`src/rtl/mskaes_128bits_ks_ctrl.sv`:
```
// Sequencing controller for the masked AES-128 key-schedule datapath.
// Loads the master key, then alternates between presenting a round key to
// the cipher core (EMIT) and running the shared Sbox pipeline (SBOX) until
// round NROUNDS has been handed over. Drives only public control strobes.
//
// state | meaning
// ------+------------------------------------------------------------------
// IDLE  | waiting for start; key register content not meaningful to core
// EMIT  | round key `round_q` held in key register, offered via rk_valid
// SBOX  | Sbox pipeline filling for next round; capture on last cnt cycle
module mskaes_128bits_ks_ctrl #(
  parameter int NROUNDS  = 10,
  parameter int SBOX_LAT = 4
) (
  input  logic       clk,
  input  logic       nrst,
  input  logic       start_valid,
  output logic       start_ready,
  input  logic       abort,
  output logic       busy,
  output logic       ks_data_in_valid,
  output logic       ks_rcon_rst,
  output logic       ks_rcon_update,
  output logic       key_reg_en,
  output logic       key_sel_init,
  output logic       rnd_req,
  output logic       rk_valid,
  input  logic       rk_ready,
  output logic [3:0] rk_round,
  output logic       rk_last
);

  // A one-cycle Sbox still needs a 1-bit counter so the port widths stay legal.
  localparam int CNT_W = (SBOX_LAT > 1) ? $clog2(SBOX_LAT) : 1;

  localparam logic [1:0] S_IDLE = 2'd0;
  localparam logic [1:0] S_EMIT = 2'd1;
  localparam logic [1:0] S_SBOX = 2'd2;

  localparam logic [CNT_W-1:0] CNT_LAST   = CNT_W'(SBOX_LAT - 1);
  localparam logic [3:0]       ROUND_LAST = 4'(NROUNDS);

  logic [1:0]       state_q, state_d;
  logic [3:0]       round_q, round_d;
  logic [CNT_W-1:0] cnt_q,   cnt_d;

  // Next-state and output decode; abort overrides everything at the end.
  always_comb begin
    state_d          = state_q;
    round_d          = round_q;
    cnt_d            = cnt_q;
    start_ready      = 1'b0;
    ks_data_in_valid = 1'b0;
    ks_rcon_rst      = 1'b0;
    ks_rcon_update   = 1'b0;
    key_reg_en       = 1'b0;
    key_sel_init     = 1'b0;
    rnd_req          = 1'b0;
    rk_valid         = 1'b0;
    rk_round         = 4'd0;

    case (state_q)
      S_IDLE: begin
        start_ready = !abort;
        if (start_valid && !abort) begin
          key_reg_en   = 1'b1;
          key_sel_init = 1'b1;
          ks_rcon_rst  = 1'b1;
          round_d      = 4'd0;
          state_d      = S_EMIT;
        end
      end
      S_EMIT: begin
        rk_round = round_q;
        if (!abort) begin
          rk_valid = 1'b1;
          if (rk_ready) begin
            if (round_q == ROUND_LAST) begin
              state_d = S_IDLE;
              round_d = 4'd0;
            end else begin
              state_d = S_SBOX;
              cnt_d   = '0;
            end
          end
        end
      end
      S_SBOX: begin
        if (!abort) begin
          ks_data_in_valid = 1'b1;
          rnd_req          = 1'b1;
          cnt_d            = cnt_q + CNT_W'(1);
          // Pipeline output is ready: capture it and step rcon with it, so
          // the rcon seen by the next round matches the key just captured.
          if (cnt_q == CNT_LAST) begin
            key_reg_en     = 1'b1;
            ks_rcon_update = 1'b1;
            round_d        = round_q + 4'd1;
            cnt_d          = '0;
            state_d        = S_EMIT;
          end
        end
      end
      default: begin
        state_d = S_IDLE;
        round_d = 4'd0;
        cnt_d   = '0;
      end
    endcase

    if (abort) begin
      state_d     = S_IDLE;
      round_d     = 4'd0;
      cnt_d       = '0;
      ks_rcon_rst = 1'b1;
    end
  end

  assign busy    = (state_q != S_IDLE);
  assign rk_last = rk_valid && (round_q == ROUND_LAST);

  // State and counter registers.
  always_ff @(posedge clk or negedge nrst) begin
    if (!nrst) begin
      state_q <= S_IDLE;
      round_q <= 4'd0;
      cnt_q   <= '0;
    end else begin
      state_q <= state_d;
      round_q <= round_d;
      cnt_q   <= cnt_d;
    end
  end

  // Structural properties of the strobe decode.
  a_no_load_in_emit : assert property (@(posedge clk) disable iff (!nrst)
    (state_q == S_EMIT) |-> !key_reg_en);
  a_rcon_with_capture : assert property (@(posedge clk) disable iff (!nrst)
    ks_rcon_update |-> (key_reg_en && !key_sel_init));
  a_round_range : assert property (@(posedge clk) disable iff (!nrst)
    rk_round <= ROUND_LAST);
  a_rnd_matches_sbox : assert property (@(posedge clk) disable iff (!nrst)
    ks_data_in_valid == rnd_req);

endmodule

```
`config.mk`:
```
export PLATFORM = sky130hd
export DESIGN_NAME = mskaes_128bits_ks_ctrl
export DESIGN_NICKNAME = d
export VERILOG_FILES = /design/src/rtl/mskaes_128bits_ks_ctrl.sv
export SDC_FILE = /design/constraint.sdc
export NUM_CORES = 1
export LEC_CHECK = 0
export CORE_MARGIN = 2
export CORE_UTILIZATION = 42
export CTS_CLUSTER_DIAMETER = 120
export DETAILED_ROUTE_END_ITERATION = 10
export PLACE_DENSITY = 0.75
export SETUP_SLACK_MARGIN = 0.5
export SYNTH_ARGS = -nofsm -noshare
export SYNTH_HDL_FRONTEND = slang
export SYNTH_SLANG_ARGS = --single-unit
```
`constraint.sdc`:
```
create_clock -name clk -period 2.3 [get_ports clk]
set_clock_uncertainty 0.2 [all_clocks]
set_input_delay 0.575 -clock clk [delete_from_list [all_inputs] [get_ports clk]]
set_output_delay 0.575 -clock clk [all_outputs]
set_load 0.05 [all_outputs]
```
Word level (Yosys, flattened, before mapping)
Cells that the tools add are included.
{"block": "totals", "reg_bits": 8, "wordCells": 52, "input_bits": 5, "out_inout_bits": 14}
{"block": "classes", "n_addsub": 2, "reduce_logical": 8, "muxes": 29, "n_eq_ne": 10}
{"operator": "two-way mux 4 bit", "n": 6}
{"operator": "two-way mux 2 bit", "n": 9}
{"operator": "inequality test 3 bit, second input constant", "n": 5}
{"operator": "case mux 2 bit (3 select lines)", "n": 2}
{"operator": "case mux 4 bit (3 select lines)", "n": 1}
{"operator": "two-way mux 1 bit", "n": 10}
{"operator": "AND reduction 3 bit", "n": 2}
{"operator": "adder 4 x 1 -> 4 bit, second input constant", "n": 1}
{"operator": "equality test 2 bit, second input constant", "n": 2}
{"operator": "equality test 4 bit, second input constant", "n": 1}
{"operator": "AND reduction 4 bit", "n": 1}
{"operator": "adder 2 x 1 -> 2 bit, second input constant", "n": 1}
{"operator": "equality test 2 x 1 -> 1 bit, second input constant", "n": 1}
{"operator": "logical AND 1 bit", "n": 2}
{"operator": "logical NOT 2 bit", "n": 1}
{"operator": "inequality test 2 bit, second input constant", "n": 1}
{"operator": "case mux 1 bit (2 select lines)", "n": 1}
{"operator": "nonzero test 2 bit", "n": 1}
{"operator": "logical NOT 1 bit", "n": 1}

Longest topological paths before layout
{"block": "logic_depth", "ltp_word": 5, "ltp_mapped": 5, "depth_no_buf": 5}

Worst setup path after synthesis
OpenSTA, ideal clock, no wires.
{"block": "synth_timing", "path_kind": "in2out", "from": "input abort", "to": "output ks_rcon_rst", "path_buffers": 1, "slack_ps": -953, "t_required_ps": 1525, "arrival_time_ps": 2478, "stages": 4, "cell_sequence": "buf_2 -> nor3_1 -> nand2_1 -> nand2b_1"}
{"block": "synth_between", "elab_chain_cells": 5}
{"element": "from (decl)", "line": "19", "text": "input logic abort,"}
{"element": "logical NOT 1 bit"}
{"element": "logical AND 1 bit", "line": "65", "text": "if (start_valid && !abort) begin"}
{"element": "two-way mux 1 bit", "line": "65"}
{"element": "two-way mux 1 bit", "line": "62", "text": "case (state_q)"}
{"element": "two-way mux 1 bit (*)", "line": "111", "text": "if (abort) begin"}
{"element": "to (decl)", "line": "22", "text": "output logic ks_rcon_rst,"}
Every way passes the cells marked *; elsewhere a longest branch is shown, timed or not.

Worst setup path after layout
{"block": "layout_timing", "from": "register state_q[0]", "to": "output rk_last"}
{"block": "layout_between", "elab_chain_cells": 3}
{"element": "from (decl)", "line": "43", "text": "logic [1:0] state_q, state_d;"}
{"element": "from (signal assigned)", "line": "129", "text": "state_q <= state_d;"}
{"element": "equality test 2 x 1 -> 1 bit", "line": "62"}
{"element": "two-way mux 1 bit", "line": "62"}
{"element": "logical AND 1 bit", "line": "120", "text": "assign rk_last = rk_valid && (round_q == ROUND_LAST);"}
{"element": "to (decl)", "line": "30", "text": "output logic rk_last"}
No other way between the ends.

==> flow_metrics.py <==
metrics = {
    "sta": {
        "worst_pin_slew_ns": 0.3618,
        "setup_tns_ns": 0,
        "finalHoldViolCount": 0,
        "setup_violations": 0,
        "period_minus_slack_ns": 2.164,
        "maxSlewHeadroom": 0.7580,
        "drv_slew": 0,
        "fmax_mhz": 462.2,
        "rsz0062_at_grt": "yes",
        "hold_ws_ns": 0.3292,
        "fin_crit_sh": 0.9407,
    },
    "cts": {
        "worstSkewPairLatency_ns": 0.25,
        "cts-buffers-inserted": 3,
        "cts-root-buf": "clkbuf_4",
        "numClockSinks": 8,
        "cts_tree": "built",
        "clk_path_buf_depth": 2,
        "h-tree-depth": 1,
        "cts.clk_slew.worst_paths_ns": 0.06,
    },
    "hold_path": {
        "hold-path-endpoint": "cnt_q[1]$_DFFE_PN0P_",
        "hold_path_startpoint": "cnt_q[1]$_DFFE_PN0P_",
        "hold_path_class": "register to register",
        "hold-path-cell-count": 1,
    },
    "floorplan": {
        "rows": 13,
        "die_y_um": 40.21,
        "start_util": 0.4339,
        "die_area_um2": 1616,
        "die-width_um": 40.21,
        "io-pin-count": 19,
        "core_area_um2": 1269,
    },
    "global_routing": {
        "antenna_found_initial": 0,
        "grt_pass1_vias": 579,
        "track_usage": 0.2456,
        "grt_overflow": 0,
        "grt_max_degree": 9,
        "grt_pass1_wl_um": 2525,
    },
    "logic_synthesis": {
        "synthAdderAreaFrac": 0.06818,
        "synth_top_family_by_area": "simple AND/OR/NAND/NOR gates",
        "syn_nets": 67,
        "avgSynthCellArea_um2": 9.331,
        "synthDominantCellAreaShare": 0.3636,
        "synth_cells": 59,
        "yosys.area_share.simple": 0.3091,
        "syn_area_um2": 550.5,
        "synthDistinctLibCells": 30,
        "yosys.area.top_type": "dfrtp_1",
        "synth_xor_area_frac": 0,
        "yosysSeqAreaShare": 0.3636,
        "synth-warning-count": 0,
        "synth.area.mux_share": 0.04545,
        "synth_compound_area_frac": 0.1364,
        "yosys-top-cells-area": "dfrtp_1, ha_1, nor2_1, inv_1, a22o_1",
        "ys_ff_latch": 8,
    },
    "worst_setup_path": {
        "cp_top_family": "simple AND/OR/NAND/NOR gates",
        "worstPathRequired_ns": 1.52,
        "slowest_stage": "or3b_4",
        "r2r_slack_ns": 0.49,
        "r2r-end": "cnt_q[0]$_DFFE_PN0P_",
        "cp-end-kind": "primary output",
        "critPathKind": "register to primary output",
        "timing.rr.start": "round_q[0]$_DFFE_PN0P_",
        "r2r_cells": 6,
        "crit_buf_inv": 1,
        "cp_max_fo": 4,
        "cp_cell_sequence": "or3b_4, nor2_4, buf_12",
        "cp.arrival_ns": 1.39,
        "max_stage_delay_ns": 0.44,
        "cp-start-kind": "register",
    },
    "power": {
        "p_int_mw": 0.3307,
        "power_density_nw_per_um2": 458.0,
        "ir_drop_v": 0.0004092,
        "power_leakage_nw": 0.4942,
        "finalPower_mw": 0.5106,
        "p_comb_frac": 0.477,
        "p_clk_frac": 0.212,
        "p_switching_mw": 0.1798,
        "power_frac_seq": 0.311,
        "p_sw_frac": 0.3522,
    },
    "cells_and_area": {
        "diodes": 0,
        "fillCellCount": 66,
        "finalCoreUtilization": 0.8787,
        "fin_area_um2": 1115,
        "area_growth_syn_to_layout_pct": 102.5,
        "drive_above_1_share": 0.6129,
        "final_nets": 103,
    },
    "run_status": {
        "status": "finished, final reports clean",
    },
    "placed_design": {
        "io_buffers": 18,
        "postPlaceCellArea_um2": 974.7,
        "dp_hpwl_um": 1088,
        "place.gp.congestion": 0.8115,
    },
    "drt": {
        "routedWlPerCell_um": 15.66,
        "finalWirelength_um": 1691,
        "drt-initial-drc-count": 5,
        "ant_nets": 0,
        "first_pass_iters": 2,
        "num_vias": 559,
        "avgViaCountPerCell": 5.176,
        "route.detailed.drc": 0,
    },
    "run": {
        "maxCapViolations": 0,
    },
}
-- metrics by stage --
stage	instances	setup WS [ns]
2_1_floorplan	59	-0.2924
3_3_place_gp	97	-0.1924
3_5_place_dp	97	-0.2254
4_1_cts	107	0.1337
5_1_grt	108	0.1043
6_report	108	0.1365
-- cell usage in the layout, fill, tap and decap left out, types with 2 or more instances in the layout --
cell            n
clkinvlp_4      2
nand2_2         2
nor2_4          3
buf_6           6
buf_4          11
inv_2           2
dlygate4sd2_1   2
nor2_1          4
dfrtp_2         2
buf_12         14
nand3b_1        2
ha_1            3
a22o_1          2
dfrtp_1         6
a31oi_1         2
clkbuf_4        3
-- registers in the layout, indices dropped and copies added (netlist names) --
register and count:
round_q 4, cnt_q 2, state_q 2
-- layer usage --
| metal | vias to the layer above | global-route usage | share of wire |
|---|---|---|---|
| li1 | 277 | - | - |
| met2 | 18 | 0.4476 | 0.54 |
| met4 | 0 | 0.04167 | 0.0077 |
| met5 | - | 0 | 0 |
| met3 | 2 | 0.07222 | 0.047 |
| met1 | 262 | 0.2857 | 0.41 |
-- power groups by stage --
| stage | clock, mW | sequential [mW] | combinational [mW] |
|---|---|---|---|
| CTS | 0.114 | 0.157 | 0.237 |
| global placement | 0 | 0.165 | 0.191 |
| finish | 0.108 | 0.159 | 0.244 |
| detailed placement | 0 | 0.165 | 0.194 |
| global route | 0.116 | 0.159 | 0.256 |
| floorplan | 0 | 0.159 | 0.118 |
-- worst register-to-register path: stages (launching register included) --
cell and delay, ns:
dfrtp_1 0.40, inv_2 0.11, ha_1 0.17, nand3b_1 0.15, buf_4 0.18, a311oi_1 0.33, a22o_1 0.21
-- how the worst max path moves through the flow --
stage | end | startpoint | slack (ns) | depth (start not counted)
after floorplan | ks_rcon_update | abort | -0.29 | 4
after global placement | ks_rcon_rst | abort | -0.19 | 6
after detailed placement | ks_rcon_rst | abort | -0.23 | 6
after CTS | rk_last | state_q[0]$_DFFE_PN0P_ | 0.13 | 3
after global routing | rk_last | state_q[0]$_DFFE_PN0P_ | 0.10 | 3
final | rk_last | state_q[0]$_DFFE_PN0P_ | 0.14 | 3
-- timing repair --
| item | CTS | global route |
|---|---|---|
| endpoints found under the setup margin | 21 | 15 |
| setup buffers | 7 | 1 |
| resized for setup | 20 | 2 |
| pin swaps | 8 | 3 |
| hold endpoints to repair | 0 | 0 |
| hold buffers | 0 | 0 |
-- cells in the mapped netlist --
master,count
a22o_1,2
a2bb2oi_2,1
a311oi_1,1
a31oi_1,2
and2_1,2
and3_1,1
and4b_1,1
buf_2,1
buf_4,1
buf_6,1
dfrtp_1,8
ha_1,3
inv_1,5
mux2_4,1
mux2i_1,1
nand2_1,3
nand2b_1,2
nand3_1,1
nand3b_1,2
nand4_1,1
nor2_1,7
nor2b_1,2
nor3_1,3
nor3b_2,1
o211ai_1,1
o21ai_0,1
o22a_1,1
or2_2,1
or2b_1,1
or3b_4,1
-- cell families (layout without fill, tap and decap cells) --
logic type,after synthesis,after routing
flip-flops,8,8
AO/OA/AOI/OAI,9,9
multiplexers,2,2
buffers and inverters,8,42
adder cells (fa/ha/maj),3,3
AND/OR/NAND/NOR,29,29
-- layout make-up --
class | instances | area [um2] | area share
well taps | 15 | 18.77 | 0.01684
flip-flops and latches | 8 | 202.7 | 0.1818
multi-input cells | 43 | 386.6 | 0.3468
repair buffers | 34 | 457.9 | 0.4108
inverters | 5 | 26.28 | 0.02357
clock buffers | 3 | 22.52 | 0.02020
No activity file was read; power rests on OpenSTA's default activity.
